<file path="src/rtl/qdiv_seq.sv">
// Sequential signed fixed-point divider (Qm.n), restoring algorithm,
// fixed latency with saturation and divide-by-zero reporting.
module qdiv_seq #(
   parameter int N = 16,
   parameter int Q = 12
) (
   input  logic         clk,
   input  logic         rst_n,
   input  logic         start,
   input  logic [N-1:0] a,
   input  logic [N-1:0] b,
   output logic [N-1:0] c,
   output logic         busy,
   output logic         done,
   output logic         ovf,
   output logic         dz
);

   localparam int W  = N + Q;
   localparam int CW = $clog2(W + 1);

   localparam logic [N-1:0]  POS_MAX = {1'b0, {(N-1){1'b1}}};
   localparam logic [N-1:0]  NEG_MIN = {1'b1, {(N-1){1'b0}}};
   localparam logic [W-1:0]  MAG_LIM = {{Q{1'b0}}, NEG_MIN};
   localparam logic [CW-1:0] LAST    = CW'(W - 1);

   typedef enum logic [1:0] {
      IDLE,
      CALC,
      FIX
   } state_t;

   state_t          state;
   logic [CW-1:0]   cnt;
   logic [W-1:0]    dvd;
   logic [N-1:0]    dvs;
   logic [N-1:0]    rem;
   logic            neg;
   logic            a_neg;
   logic            b_zero;

   logic [N-1:0]    a_mag;
   logic [N-1:0]    b_mag;
   logic [N:0]      rem_sh;
   logic            rem_ge;

   always_comb begin
      a_mag  = a[N-1] ? (~a + 1'b1) : a;
      b_mag  = b[N-1] ? (~b + 1'b1) : b;
      rem_sh = {rem, dvd[W-1]};
      rem_ge = rem_sh >= {1'b0, dvs};
   end

   // dvd holds the shifted dividend and collects quotient bits from the LSB
   always_ff @(posedge clk or negedge rst_n) begin
      if (!rst_n) begin
         state  <= IDLE;
         cnt    <= '0;
         dvd    <= '0;
         dvs    <= '0;
         rem    <= '0;
         neg    <= 1'b0;
         a_neg  <= 1'b0;
         b_zero <= 1'b0;
         c      <= '0;
         busy   <= 1'b0;
         done   <= 1'b0;
         ovf    <= 1'b0;
         dz     <= 1'b0;
      end else begin
         done <= 1'b0;
         unique case (state)
            IDLE: begin
               if (start) begin
                  dvd    <= {a_mag, {Q{1'b0}}};
                  dvs    <= b_mag;
                  rem    <= '0;
                  cnt    <= '0;
                  neg    <= a[N-1] ^ b[N-1];
                  a_neg  <= a[N-1];
                  b_zero <= (b == '0);
                  busy   <= 1'b1;
                  state  <= CALC;
               end
            end
            CALC: begin
               dvd <= {dvd[W-2:0], rem_ge};
               rem <= rem_ge ? (rem_sh[N-1:0] - dvs) : rem_sh[N-1:0];
               cnt <= cnt + 1'b1;
               if (cnt == LAST)
                  state <= FIX;
            end
            FIX: begin
               busy  <= 1'b0;
               done  <= 1'b1;
               state <= IDLE;
               if (b_zero) begin
                  c   <= a_neg ? NEG_MIN : POS_MAX;
                  ovf <= 1'b0;
                  dz  <= 1'b1;
               end else if (!neg && dvd >= MAG_LIM) begin
                  c   <= POS_MAX;
                  ovf <= 1'b1;
                  dz  <= 1'b0;
               end else if (neg && dvd > MAG_LIM) begin
                  c   <= NEG_MIN;
                  ovf <= 1'b1;
                  dz  <= 1'b0;
               end else begin
                  c   <= neg ? (~dvd[N-1:0] + 1'b1) : dvd[N-1:0];
                  ovf <= 1'b0;
                  dz  <= 1'b0;
               end
            end
            default: state <= IDLE;
         endcase
      end
   end

endmodule
</file>
<file path="config.mk">
export PLATFORM = sky130hd
export DESIGN_NAME = qdiv_seq
export DESIGN_NICKNAME = d
export VERILOG_FILES = /design/src/rtl/qdiv_seq.sv
export SDC_FILE = /design/constraint.sdc
export NUM_CORES = 1
export LEC_CHECK = 0
export ABC_AREA = 1
export BUFFER_PORTS_ARGS = -buffer_cell sky130_fd_sc_hd__clkbuf_2
export CAP_MARGIN = 10
export CORE_MARGIN = 4
export CORE_UTILIZATION = 43
export DETAILED_ROUTE_END_ITERATION = 8
export PLACE_DENSITY = 0.58
export SYNTH_ARGS = -nofsm -noshare
export SYNTH_HDL_FRONTEND = slang
export SYNTH_SLANG_ARGS = --single-unit
</file>
<file path="constraint.sdc">
create_clock -name clk -period 2.4 [get_ports clk]
set_input_delay 0.6 -clock clk [delete_from_list [all_inputs] [get_ports clk]]
set_output_delay 0.6 -clock clk [all_outputs]
set_load 0.01 [all_outputs]
</file>
==> PnR_summary.wiki, run 1 <==
{| class="wikitable"
! Metric !! Value
|-
| Result of the run || completed
|-
| Crit path kind || flip-flop to flip-flop
|-
| Area of the mapped netlist || 6080 sq um
|-
| Layout cell share with drive strength beyond 1 || between 10% and 20%
|-
| Remaining antenna violation count after routing || 0
|-
| Cells resized by post-CTS repair || 0
|-
| Highest net fanout along the worst path || 17
|-
| Floorplan die area || ~16000 sq um
|-
| Clock buffer depth || 2
|-
| Num rows || 43
|-
| Nature of the critical path endpoint || flip-flop
|-
| Async set-reset flop share out of synthesis || 100%
|-
| Most area-consuming cells after synthesis || sky130_fd_sc_hd__dfrtp_1 37%, sky130_fd_sc_hd__nand2_1 14%, sky130_fd_sc_hd__inv_1 7.8%
|-
| Primary flip-flop cell chosen by synthesis mapping || sky130_fd_sc_hd__dfrtp_1
|-
| Initial antenna violation count || 0
|-
| Setup violations, final || 0
|-
| Number of input and output port buffers inserted || 54
|-
| Total number of vias || approximately 5700
|-
| Worst min-delay path category || primary input to async pin
|-
| Count of flip-flops with a built-in enable after synthesis || 0
|-
| Hold violation count in the final report || 0
|-
| Unique masters post-synth || 41
|-
| Register bit total from synthesis || 90
|-
| Transition time at the pin with the least slew margin || 0.552 ns
|-
| Clk Latency, worst-skew pair || between 0.3 and 0.4 ns
|-
| Placeable core region || 13900 sq um
|-
| HPWL reported at the end of detailed placement || 12.4 mm
|-
| RSZ-0062 raised after global routing || no
|-
| Number of hold buffers added after CTS || 0
|-
| Overall fraction of global-route tracks in use || 20.7%
|-
| Setup repair bufs after CTS || 0
|-
| Static leakage || 3.59 nW
|-
| Final Critical Period || 2.17 ns
|-
| Maximum resistive drop on vdd || around 0.65 mV
|-
| Wire length of the first global-routing pass || 27.1 mm
|-
| Maximum operating frequency || 460 MHz
|-
| Average cell area after synthesis || 7.09 sq um
|-
| Filler cells || approximately 1400
|-
| Number of H-tree levels || 3
|-
| Clk slew on worst S/H paths || 0.07 ns
|-
| Total wire length || 16.0 mm
|-
| Initial core utilization || 43.8%
|-
| Share of Yosys cell area claimed by the top area cell type || 37.0%
|-
| Synthesized net count || 914
|-
| I/O Pins || 55
|-
| Width of the die || approximately 130 um
|-
| Final weighted congestion of routability-driven global placement || 0.897
|-
| Routed wirelength normalized by instance count || about 15 um
|-
| Max-cap violations || 0
|-
| Final-stage net count || 966
|-
| Number of clock sinks || 90
|-
| Overall die height || between 100 and 150 um
|-
| Via density || between 5 and 6
|-
| Number of global-route vias before repair || 5520
|-
| Worst clock skew on the final layout || 0.0112 ns
|-
| Number of pins with negative max-slew slack in the final report || 0
|-
| CP startpoint kind || flip-flop
|-
| Signed area change from the synthesized netlist to the final layout || 12.5%
|-
| Most frequent cells after synthesis || 227 x sky130_fd_sc_hd__nand2_1, 126 x sky130_fd_sc_hd__inv_1, 90 x sky130_fd_sc_hd__dfrtp_1
|-
| Most numerous cell in the Yosys netlist || sky130_fd_sc_hd__nand2_1
|-
| Gate count after technology mapping || 858
|-
| GRT Residual Overflow || 0
|-
| Hold WS || 0.187 ns
|-
| Pin count of the biggest net entering global routing || 41
|-
| Top cell type by total area after synthesis || sky130_fd_sc_hd__dfrtp_1
|-
| Diode count || 0
|-
| Crit path required time || about 2.6 ns
|-
| Clock buffers created by TritonCTS || 9
|-
| Power density of the placed cells || 1460 nW/um^2
|-
| Root Buffer || sky130_fd_sc_hd__clkbuf_16
|-
| Pre-antenna DRT Iters || 5
|-
| Final worst-path cycle share || 90.5%
|-
| Total power draw || 9.98 mW
|-
| Max_slew headroom || 63.2%
|-
| Data arrival time of the worst path || 2.41 ns
|-
| DRC violation count after routing || 0
|-
| Total Neg Setup Slack || 0 ns
|-
| Count of yosys warnings during synthesis || 0
|-
| Sequential fraction of the synthesis area || 37.0%
|-
| Drt initial violations || roughly 490
|-
| CTS tree || done
|}
-- worst paths after layout --
check                                    start                  end  slack (ns)  cells after the start
setup / recovery           dvs[12]$_DFFE_PN0P_  rem[13]$_DFFE_PN0P_        0.23                     14
hold / removal                           rst_n  dvd[15]$_DFFE_PN0P_        0.19                      1
setup reg to reg           dvs[12]$_DFFE_PN0P_  rem[13]$_DFFE_PN0P_        0.23                     14
hold reg to reg                 dz$_DFFE_PN0P_       dz$_DFFE_PN0P_        0.47                      2
max in group asynchronous                rst_n     c[5]$_DFFE_PN0P_        1.59                      2
min in group clk                dz$_DFFE_PN0P_       dz$_DFFE_PN0P_        0.47                      2
-- critical path, stage by stage (launching register included) --
cell and delay, ns:
sky130_fd_sc_hd__dfrtp_1 0.33, sky130_fd_sc_hd__inv_1 0.07, sky130_fd_sc_hd__ha_1 0.38, sky130_fd_sc_hd__nand2_2 0.14, sky130_fd_sc_hd__inv_1 0.04, sky130_fd_sc_hd__nand2_1 0.06, sky130_fd_sc_hd__nand2_1 0.07, sky130_fd_sc_hd__nand2_1 0.09
sky130_fd_sc_hd__nand2_1 0.09, sky130_fd_sc_hd__nor2_4 0.21, sky130_fd_sc_hd__nand2_4 0.20, sky130_fd_sc_hd__nand2_1 0.13, sky130_fd_sc_hd__nand2_1 0.10, sky130_fd_sc_hd__nand2_1 0.10, sky130_fd_sc_hd__nand2_1 0.05
-- final cells by class --
class / instances / area, sq um / share of cell area, %
timing repair buffer: 66 / 375 / 5.48
tap: 180 / 225 / 3.29
inverter: 133 / 499 / 7.29
clock inverter: 6 / 48.8 / 0.713
sequential: 90 / 2250 / 32.9
multi-input combinational: 610 / 3210 / 46.8
clock buffer: 10 / 239 / 3.49
-- placed cells by master, fill, tap and decap left out, types with 9 or more instances in the layout --
master,Yosys,routed
sky130_fd_sc_hd__clkbuf_16,0,9
sky130_fd_sc_hd__nand4_1,14,14
sky130_fd_sc_hd__inv_1,126,126
sky130_fd_sc_hd__nand2_2,9,9
sky130_fd_sc_hd__ha_1,20,20
sky130_fd_sc_hd__a21oi_1,34,34
sky130_fd_sc_hd__nor2_1,61,61
sky130_fd_sc_hd__o21ai_0,54,54
sky130_fd_sc_hd__buf_4,2,12
sky130_fd_sc_hd__o22ai_1,15,15
sky130_fd_sc_hd__clkbuf_2,0,53
sky130_fd_sc_hd__dfrtp_1,90,90
sky130_fd_sc_hd__nand3_1,77,77
sky130_fd_sc_hd__xor2_1,20,20
sky130_fd_sc_hd__nand2_1,227,227
sky130_fd_sc_hd__a22oi_1,13,13
-- state kept, by name, indices dropped and copies added, names as in the netlist --
signal and cells:
ovf 1, dz 1, rem 16, busy 1
cnt 5, dvd 28, done 1, b_zero 1
state 2, dvs 16, a_neg 1, neg 1
c 16
-- cells by family after synthesis --
| family | synth area share, % |
|---|---|
| buffers and inverters | 10.3 |
| muxes | 0.165 |
| adders and majority gates | 4.44 |
| and+or+nand+nor | 31.3 |
| AOI/OAI and AO/OA | 12.9 |
| xor gates and xnor gates | 3.89 |
| DFF | 37.0 |
-- routing by layer --
layer	vias to the layer above	part of all wire (%)	GRT usage, %
met3	29	4.9	4.84
met2	130	46	33.9
met1	2606	46	27.2
li1	2893	-	-
met5	-	0	0
met4	0	2.3	6.37
-- stage by stage --
stage | std cells | util (%) | setup WS [ns] | area (sq um)
2_1_floorplan | 858 | - | 0.636 | 6080
3_3_place_gp | 1079 | 47.3 | 0.202 | 6560
3_5_place_dp | 1079 | 47.3 | 0.233 | 6560
4_1_cts | 1095 | 49.3 | 0.214 | 6850
5_1_grt | 1095 | 49.3 | 0.0256 | 6850
6_report | 1095 | 49.3 | 0.227 | 6850
-- where the power goes --
part	switching [mW]	internal [mW]	total (mW)
Combinational	3.90	2.16	6.06
Clock	0.632	0.741	1.37
Sequential	0.399	2.15	2.55
No activity file was read; power rests on OpenSTA's default activity.
==> run 2, diff against run 1 <==
--- a/config.mk
+++ b/config.mk
@@ -8,10 +8,12 @@
 export ABC_AREA = 1
 export BUFFER_PORTS_ARGS = -buffer_cell sky130_fd_sc_hd__clkbuf_2
 export CAP_MARGIN = 10
+export CELL_PAD_IN_SITES_DETAIL_PLACEMENT = 1
+export CELL_PAD_IN_SITES_GLOBAL_PLACEMENT = 1
 export CORE_MARGIN = 4
 export CORE_UTILIZATION = 43
 export DETAILED_ROUTE_END_ITERATION = 8
-export PLACE_DENSITY = 0.58
+export PLACE_DENSITY = 0.76
 export SYNTH_ARGS = -nofsm -noshare
 export SYNTH_HDL_FRONTEND = slang
 export SYNTH_SLANG_ARGS = --single-unit
==> constraint.sdc (replaced) <==
create_clock -name clk -period 2.4 [get_ports clk]
set_input_delay 0.24 -clock clk [delete_from_list [all_inputs] [get_ports clk]]
set_output_delay 0.24 -clock clk [all_outputs]
set_load 0.01 [all_outputs]
==> PnR_summary.wiki, run 2 (same netlist as run 1, synthesis figures left out) <==
{| class="wikitable"
! Metric !! Value
|-
| Result of the run || completed
|-
| Number of clock sinks || 90 (unchanged)
|-
| Layout cell share with drive strength beyond 1 || 12.6% (-0.11 points)
|-
| Cells resized by post-CTS repair || 0 (unchanged)
|-
| Worst min-delay path category || primary input to flip-flop
|-
| Pre-antenna DRT Iters || 4 (-1)
|-
| Worst Reg2Reg Path Length in Cells || 11 (-3)
|-
| Worst Hold Path EP || dvd[12]$_DFFE_PN0P_
|-
| Floorplan die area || 16100 sq um (unchanged)
|-
| Routed wirelength normalized by instance count || 16.9 um (+16%)
|-
| Transition time at the pin with the least slew margin || 0.581 ns (+0.0284 ns)
|-
| RR Startpoint || rem[13]$_DFFE_PN0P_
|-
| Clk Latency, worst-skew pair || 0.35 ns (about the same)
|-
| Number of global-route vias before repair || 6156 (+12%)
|-
| CTS tree || done
|-
| RSZ-0062 raised after global routing || no
|-
| Number of input and output port buffers inserted || 54 (unchanged)
|-
| Flip-flop count of the largest register after layout || 28 (unchanged)
|-
| DRC violation count after routing || 0 (unchanged)
|-
| Root Buffer || sky130_fd_sc_hd__clkbuf_16
|-
| Number of H-tree levels || 3 (unchanged)
|-
| Maximum resistive drop on vdd || 0.685 mV (+5.4%)
|-
| Total number of vias || 5824 (+2.9%)
|-
| Critical path, cell by cell || ha_1, nand2_1, nand2_1, a21oi_1, nand2_1, nor2_4, buf_12, buf_4, nand3_1, nand3_1, o21ai_0
|-
| Placeable core region || 13900 sq um (unchanged)
|-
| Reg2reg end || rem[6]$_DFFE_PN0P_
|-
| Share of the core filled with cells || 49.9% (+0.56 points)
|-
| I/O Pins || 55 (unchanged)
|-
| Maximum operating frequency || 443 MHz (-3.7%)
|-
| Wire length of the first global-routing pass || 31.1 mm (+15%)
|-
| Cell with the largest stage delay on the worst path || sky130_fd_sc_hd__dfrtp_1
|-
| Max_slew headroom || 61.3% (-1.9 points)
|-
| Via density || 5.32 (+2.9%)
|-
| Post-layout instance count excluding filler cells || 1095 (unchanged)
|-
| Diode count || 0 (unchanged)
|-
| Clock buffer depth || 2 (unchanged)
|-
| Static leakage || 3.63 nW (+0.90%)
|-
| CP startpoint kind || flip-flop
|-
| Internal reg-to-reg setup slack || 0.14 ns (-0.08 ns)
|-
| Commonest non-fill, non-tap cell in the layout || sky130_fd_sc_hd__nand2_1
|-
| Largest incremental delay on the critical path || 0.44 ns (+0.06 ns)
|-
| Data arrival time of the worst path || 2.48 ns (+0.07 ns)
|-
| Hold violation count in the final report || 0 (unchanged)
|-
| Setup violations, final || 0 (unchanged)
|-
| Cell depth of the worst hold path || 3
|-
| Max-cap violations || 0 (unchanged)
|-
| Highest net fanout along the worst path || 9 (-8)
|-
| Worst clock skew on the final layout || 0.00759 ns (-0.00357 ns)
|-
| Signed area change from the synthesized netlist to the final layout || 13.8%
|-
| Initial antenna violation count || 0 (unchanged)
|-
| Post-Place Setup Slack || 0.0376 ns (-0.195 ns)
|-
| Crit path required time || 2.63 ns (about the same)
|-
| Final-stage net count || 966 (unchanged)
|-
| Overall die height || 127 um (unchanged)
|-
| Number of pins with negative max-slew slack in the final report || 0 (unchanged)
|-
| GRT Residual Overflow || 0 (unchanged)
|-
| Drt initial violations || 230 (-53%)
|-
| Total wire length || 18.5 mm (+16%)
|-
| Num rows || 43 (unchanged)
|-
| Final worst-path cycle share || 94.0% (+3.5 points)
|-
| Setup WS post-layout || 0.143 ns (-0.0834 ns)
|-
| Width of the die || 127 um (unchanged)
|-
| Total power draw || 10.6 mW (+6.0%)
|-
| Total Neg Setup Slack || 0 ns (unchanged)
|-
| Dpl cells || 1076 (-0.28%)
|-
| Largest Register || dvd
|-
| Hold path startpoint || a[0]
|-
| Power density of the placed cells || 1530 nW/um^2 (+4.8%)
|-
| Pin count of the biggest net entering global routing || 51 (+24%)
|-
| Initial core utilization || 43.8% (unchanged)
|-
| Crit path kind || flip-flop to flip-flop
|-
| Final weighted congestion of routability-driven global placement || 0.916 (+2.2%)
|-
| Start point of the critical path || rem[13]$_DFFE_PN0P_
|-
| Final Critical Period || 2.26 ns (+0.0834 ns)
|-
| Most frequent cells in the layout || 227 x sky130_fd_sc_hd__nand2_1, 126 x sky130_fd_sc_hd__inv_1, 90 x sky130_fd_sc_hd__dfrtp_1
|-
| HPWL reported at the end of detailed placement || 14.5 mm (+17%)
|-
| Remaining antenna violation count after routing || 0 (unchanged)
|-
| Nature of the critical path endpoint || flip-flop
|-
| Clock buffers created by TritonCTS || 9 (unchanged)
|-
| Top cell by count, worst path || sky130_fd_sc_hd__nand2_1
|-
| Clk slew on worst S/H paths || 0.07 ns (about the same)
|-
| Overall fraction of global-route tracks in use || 23.8% (+3.1 points)
|}
-- run 2: cell count changes in the layout (fill, tap and decap cells not counted) --
| cell | before | now |
|---|---|---|
| sky130_fd_sc_hd__inv_8 | 1 | 0 |
| sky130_fd_sc_hd__buf_12 | 1 | 3 |
| sky130_fd_sc_hd__buf_4 | 12 | 9 |
| sky130_fd_sc_hd__bufinv_16 | 0 | 2 |
| sky130_fd_sc_hd__clkbuf_8 | 1 | 2 |
| sky130_fd_sc_hd__clkinv_2 | 1 | 0 |
| sky130_fd_sc_hd__dlygate4sd3_1 | 0 | 1 |
| sky130_fd_sc_hd__clkinvlp_4 | 2 | 1 |
-- run 2: timing repair --
action	CTS	global route
buffers inserted	0	2
hold buffers	1	0
setup endpoints to repair	0	6
endpoints found under the hold margin	40	0
-- run 2: how the worst max path moves through the flow --
stage,slack (ns),endpoint
floorplan,0.64,rem[12]$_DFFE_PN0P_
global placement,0.04,rem[6]$_DFFE_PN0P_
detailed placement,0.04,rem[6]$_DFFE_PN0P_
CTS,0.03,rem[6]$_DFFE_PN0P_
global route,0.006,rem[13]$_DFFE_PN0P_
finish,0.14,rem[6]$_DFFE_PN0P_
-- run 2: per-stage QoR --
stage               hold WS, ns  instance area [sq um]
floorplan               -0.0556                   6080
global placement          0.269                   6550
detailed placement        0.278                   6550
CTS                       0.194                   6900
global route              0.217                   6930
finish                    0.205                   6930
-- run 2: final cells by class --
class | instances | area, sq um
clock inverter | 5 | 85.1
inverter | 133 | 499
fill | 1813 | 6960
multi-input combinational | 610 | 3210
timing repair buffer | 66 | 403
tap | 180 | 225
sequential | 90 | 2250
clock buffer | 11 | 253
-- run 2: where the power goes --
| part | total (mW) | internal [mW] | switching, mW |
|---|---|---|---|
| Clock | 1.61 | 0.976 | 0.631 |
| Sequential | 2.59 | 2.15 | 0.442 |
| Combinational | 6.38 | 2.24 | 4.13 |
| Total | 10.6 | 5.37 | 5.20 |
-- run 2: worst max-delay path: cells and delay by family (launching register included) --
| family | cells | cell delay (ns) |
|---|---|---|
| fa+ha+maj | 1 | 0.37 |
| simple gates | 6 | 0.68 |
| compound gates | 2 | 0.35 |
| flops | 1 | 0.44 |
| buf+inv | 2 | 0.29 |
-- run 2: per-layer routing --
metal / up-vias / wire (um) / global-route usage [%]
li1: 2872 / - / -
met1: 2850 / 7850 / 28.4
met2: 75 / 9830 / 44.6
met3: 27 / 448 / 3.37
met4: 0 / 388 / 6.69
met5: - / 0 / 0
==> run 3, diff against run 2 <==
--- a/config.mk
+++ b/config.mk
@@ -12,6 +12,7 @@
 export CELL_PAD_IN_SITES_GLOBAL_PLACEMENT = 1
 export CORE_MARGIN = 4
 export CORE_UTILIZATION = 43
+export CTS_BUF_LIST = sky130_fd_sc_hd__clkbuf_4 sky130_fd_sc_hd__clkbuf_8
 export DETAILED_ROUTE_END_ITERATION = 8
 export PLACE_DENSITY = 0.76
 export SYNTH_ARGS = -nofsm -noshare
==> PnR_summary.wiki, run 3 (same netlist as run 1, synthesis figures left out) <==
{| class="wikitable"
! Metric !! Value
|-
| Crit path kind || flip-flop to flip-flop
|-
| Standard cell area after detailed placement || 6550 sq um (unchanged)
|-
| Clock buffers created by TritonCTS || 9 (unchanged)
|-
| Critical path, cell by cell || ha_1, nand2_1, nand2_1, a21oi_1, nand2_1, nor2_4, buf_12, buf_4, nand3_1, nand3_1, o21ai_0
|-
| Gate power share || 62.4% (+2.1 points)
|-
| Worst Hold Path EP || dvd[24]$_DFFE_PN0P_
|-
| Hold WS || 0.168 ns (-0.0376 ns)
|-
| GRT Residual Overflow || 0 (unchanged)
|-
| Internal Power || 5.04 mW (-6.2%)
|-
| Remaining antenna violation count after routing || 0 (unchanged)
|-
| Data arrival time of the worst path || 2.53 ns (+0.05 ns)
|-
| Floorplan die area || 16100 sq um (unchanged)
|-
| Worst min-delay path category || primary input to flip-flop
|-
| Signed area change from the synthesized netlist to the final layout || 12.2%
|-
| CP startpoint kind || flip-flop
|-
| Diode count || 0 (unchanged)
|-
| Commonest non-fill, non-tap cell in the layout || sky130_fd_sc_hd__nand2_1
|-
| Layout cell share with drive strength beyond 1 || 12.6% (unchanged)
|-
| Reg2reg end || rem[6]$_DFFE_PN0P_
|-
| Top cell by count, worst path || sky130_fd_sc_hd__nand2_1
|-
| Number of clock sinks || 90 (unchanged)
|-
| Most frequent cells in the layout || 227 x sky130_fd_sc_hd__nand2_1, 126 x sky130_fd_sc_hd__inv_1, 90 x sky130_fd_sc_hd__dfrtp_1
|-
| Switch share || 50.6% (+1.4 points)
|-
| Worst clock skew on the final layout || 0.0127 ns (+0.00509 ns)
|-
| Setup violations, final || 0 (unchanged)
|-
| Highest net fanout along the worst path || 9 (unchanged)
|-
| Pre-antenna DRT Iters || 4 (unchanged)
|-
| Number of H-tree levels || 3 (unchanged)
|-
| Dpl cells || 1076 (unchanged)
|-
| Clk slew on worst S/H paths || 0.10 ns (+0.03 ns)
|-
| Hold violation count in the final report || 0 (unchanged)
|-
| Final Critical Period || 2.26 ns (+0.00393 ns)
|-
| Max_slew headroom || 60.7% (-0.64 points)
|-
| Worst Reg2Reg Path Length in Cells || 11 (unchanged)
|-
| Clk Latency, worst-skew pair || 0.38 ns (+0.03 ns)
|-
| Total wire length || 18.5 mm (-0.11%)
|-
| Max-cap violations || 0 (unchanged)
|-
| Largest Register || dvd
|-
| Part of the total power dissipated in the clock network || 12.2% (-3.0 points)
|-
| Root Buffer || sky130_fd_sc_hd__clkbuf_8
|-
| Transition time at the pin with the least slew margin || 0.590 ns (+0.00960 ns)
|-
| Total number of vias || 5843 (+0.33%)
|-
| Drt initial violations || 264 (+15%)
|-
| Maximum operating frequency || 442 MHz (-0.17%)
|-
| I/O Pins || 55 (unchanged)
|-
| Cell depth of the worst hold path || 3 (unchanged)
|-
| Post-route cell area || 6820 sq um (-1.5%)
|-
| Internal reg-to-reg setup slack || 0.14 ns (about the same)
|-
| Via density || 5.34 (+0.33%)
|-
| Hold path startpoint || a[12]
|-
| Switching power of the nets || 5.16 mW (-0.89%)
|-
| Nature of the critical path endpoint || flip-flop
|-
| Final worst-path cycle share || 94.2% (+0.16 points)
|-
| Width of the die || 127 um (unchanged)
|-
| Filler cells || 1822 (+0.50%)
|-
| Placeable core region || 13900 sq um (unchanged)
|-
| Static leakage || 3.58 nW (-1.3%)
|-
| Clock buffer depth || 2 (unchanged)
|-
| Maximum resistive drop on vdd || 0.725 mV (+5.8%)
|-
| Cell with the largest stage delay on the worst path || sky130_fd_sc_hd__dfrtp_1
|-
| Final-stage net count || 966 (unchanged)
|-
| Share of the core filled with cells || 49.2% (-0.73 points)
|-
| RSZ-0062 raised after global routing || no
|-
| Final weighted congestion of routability-driven global placement || 0.916 (unchanged)
|-
| DRC violation count after routing || 0 (unchanged)
|-
| Number of global-route vias before repair || 6176 (+0.32%)
|-
| Initial antenna violation count || 0 (unchanged)
|-
| Number of input and output port buffers inserted || 54 (unchanged)
|-
| Routed wirelength normalized by instance count || 16.9 um (-0.11%)
|-
| Result of the run || completed
|-
| RR Startpoint || rem[13]$_DFFE_PN0P_
|-
| Largest incremental delay on the critical path || 0.44 ns (about the same)
|-
| Wire length of the first global-routing pass || 30.9 mm (-0.53%)
|-
| Overall die height || 127 um (unchanged)
|-
| Post-layout instance count excluding filler cells || 1095 (unchanged)
|-
| CTS tree || done
|-
| Total Neg Setup Slack || 0 ns (unchanged)
|-
| Initial core utilization || 43.8% (unchanged)
|-
| Power density of the placed cells || 1490 nW/um^2 (-2.1%)
|-
| Overall fraction of global-route tracks in use || 23.7% (-0.11 points)
|-
| HPWL reported at the end of detailed placement || 14.5 mm (unchanged)
|-
| Sequential cell fraction of total power || 25.4% (+0.9 points)
|-
| Num rows || 43 (unchanged)
|-
| Number of pins with negative max-slew slack in the final report || 0 (unchanged)
|-
| Flip-flop count of the largest register after layout || 28 (unchanged)
|-
| Crit path required time || 2.67 ns (+0.04 ns)
|-
| Pin count of the biggest net entering global routing || 51 (unchanged)
|}
run 3: cell count changes in the layout (fill, tap and decap cells not counted):
cell                        delta
sky130_fd_sc_hd__clkbuf_16     -9
sky130_fd_sc_hd__clkbuf_8      +9
run 3: routing by layer:
layer / up-vias / wire, um / GRT usage, %
met5: - / 0 / 0
met2: 79 / 9760 / 44.1
met1: 2857 / 7860 / 28.1
li1: 2876 / - / -
met3: 31 / 398 / 3.37
met4: 0 / 484 / 7.44
run 3: worst max-delay path: cells and delay by family, from the launching register on:
kind	cells	cell delay (ns)
AND/OR/NAND/NOR	6	0.69
flip-flops	1	0.44
adder cells (fa/ha/maj)	1	0.37
AO/OA/AOI/OAI	2	0.35
buffers and inverters	2	0.29
run 3: repair_timing:
item	in CTS	in global routing
buffers inserted	0	2
endpoints found under the hold margin	40	0
endpoints found under the setup margin	0	7
resized for setup	0	0
hold buffers	1	0
run 3: how the worst max path moves through the flow:
stage                             start                   to  slack, ns  cells past startpoint
finish              rem[13]$_DFFE_PN0P_   rem[6]$_DFFE_PN0P_       0.14                     11
global route         dvs[4]$_DFFE_PN0P_  rem[13]$_DFFE_PN0P_       0.02                     14
CTS                 dvs[14]$_DFFE_PN0P_   rem[6]$_DFFE_PN0P_       0.03                     11
detailed placement  dvs[14]$_DFFE_PN0P_   rem[6]$_DFFE_PN0P_       0.04                     11
global placement    rem[13]$_DFFE_PN0P_   rem[6]$_DFFE_PN0P_       0.04                     10
floorplan           dvd[27]$_DFFE_PN0P_  rem[12]$_DFFE_PN0P_       0.64                     13
run 3: through the flow:
step / total power [mW] / setup slack (ns)
finish: 10.2 / 0.140
global route: 11.2 / 0.0216
CTS: 10.2 / 0.0313
detailed placement: 8.91 / 0.0376
global placement: 8.62 / 0.0354
floorplan: 7.15 / 0.636
run 3: power by group through the flow:
| stage | combinational, mW | clock, mW | sequential, mW |
|---|---|---|---|
| detailed placement | 6.31 | 0 | 2.60 |
| global route | 7.22 | 1.35 | 2.66 |
| floorplan | 4.69 | 0 | 2.46 |
| CTS | 6.33 | 1.27 | 2.58 |
| global placement | 6.06 | 0 | 2.57 |
| finish | 6.36 | 1.25 | 2.59 |
run 3: area by class of cell:
cell class | instances | area (sq um) | area share (%)
multi-input combinational | 610 | 3210 | 47.0
sequential | 90 | 2250 | 33.0
inverter | 133 | 499 | 7.32
timing repair buffer | 66 | 403 | 5.90
tap | 180 | 225 | 3.30
clock buffer | 11 | 151 | 2.22
clock inverter | 5 | 85.1 | 1.25
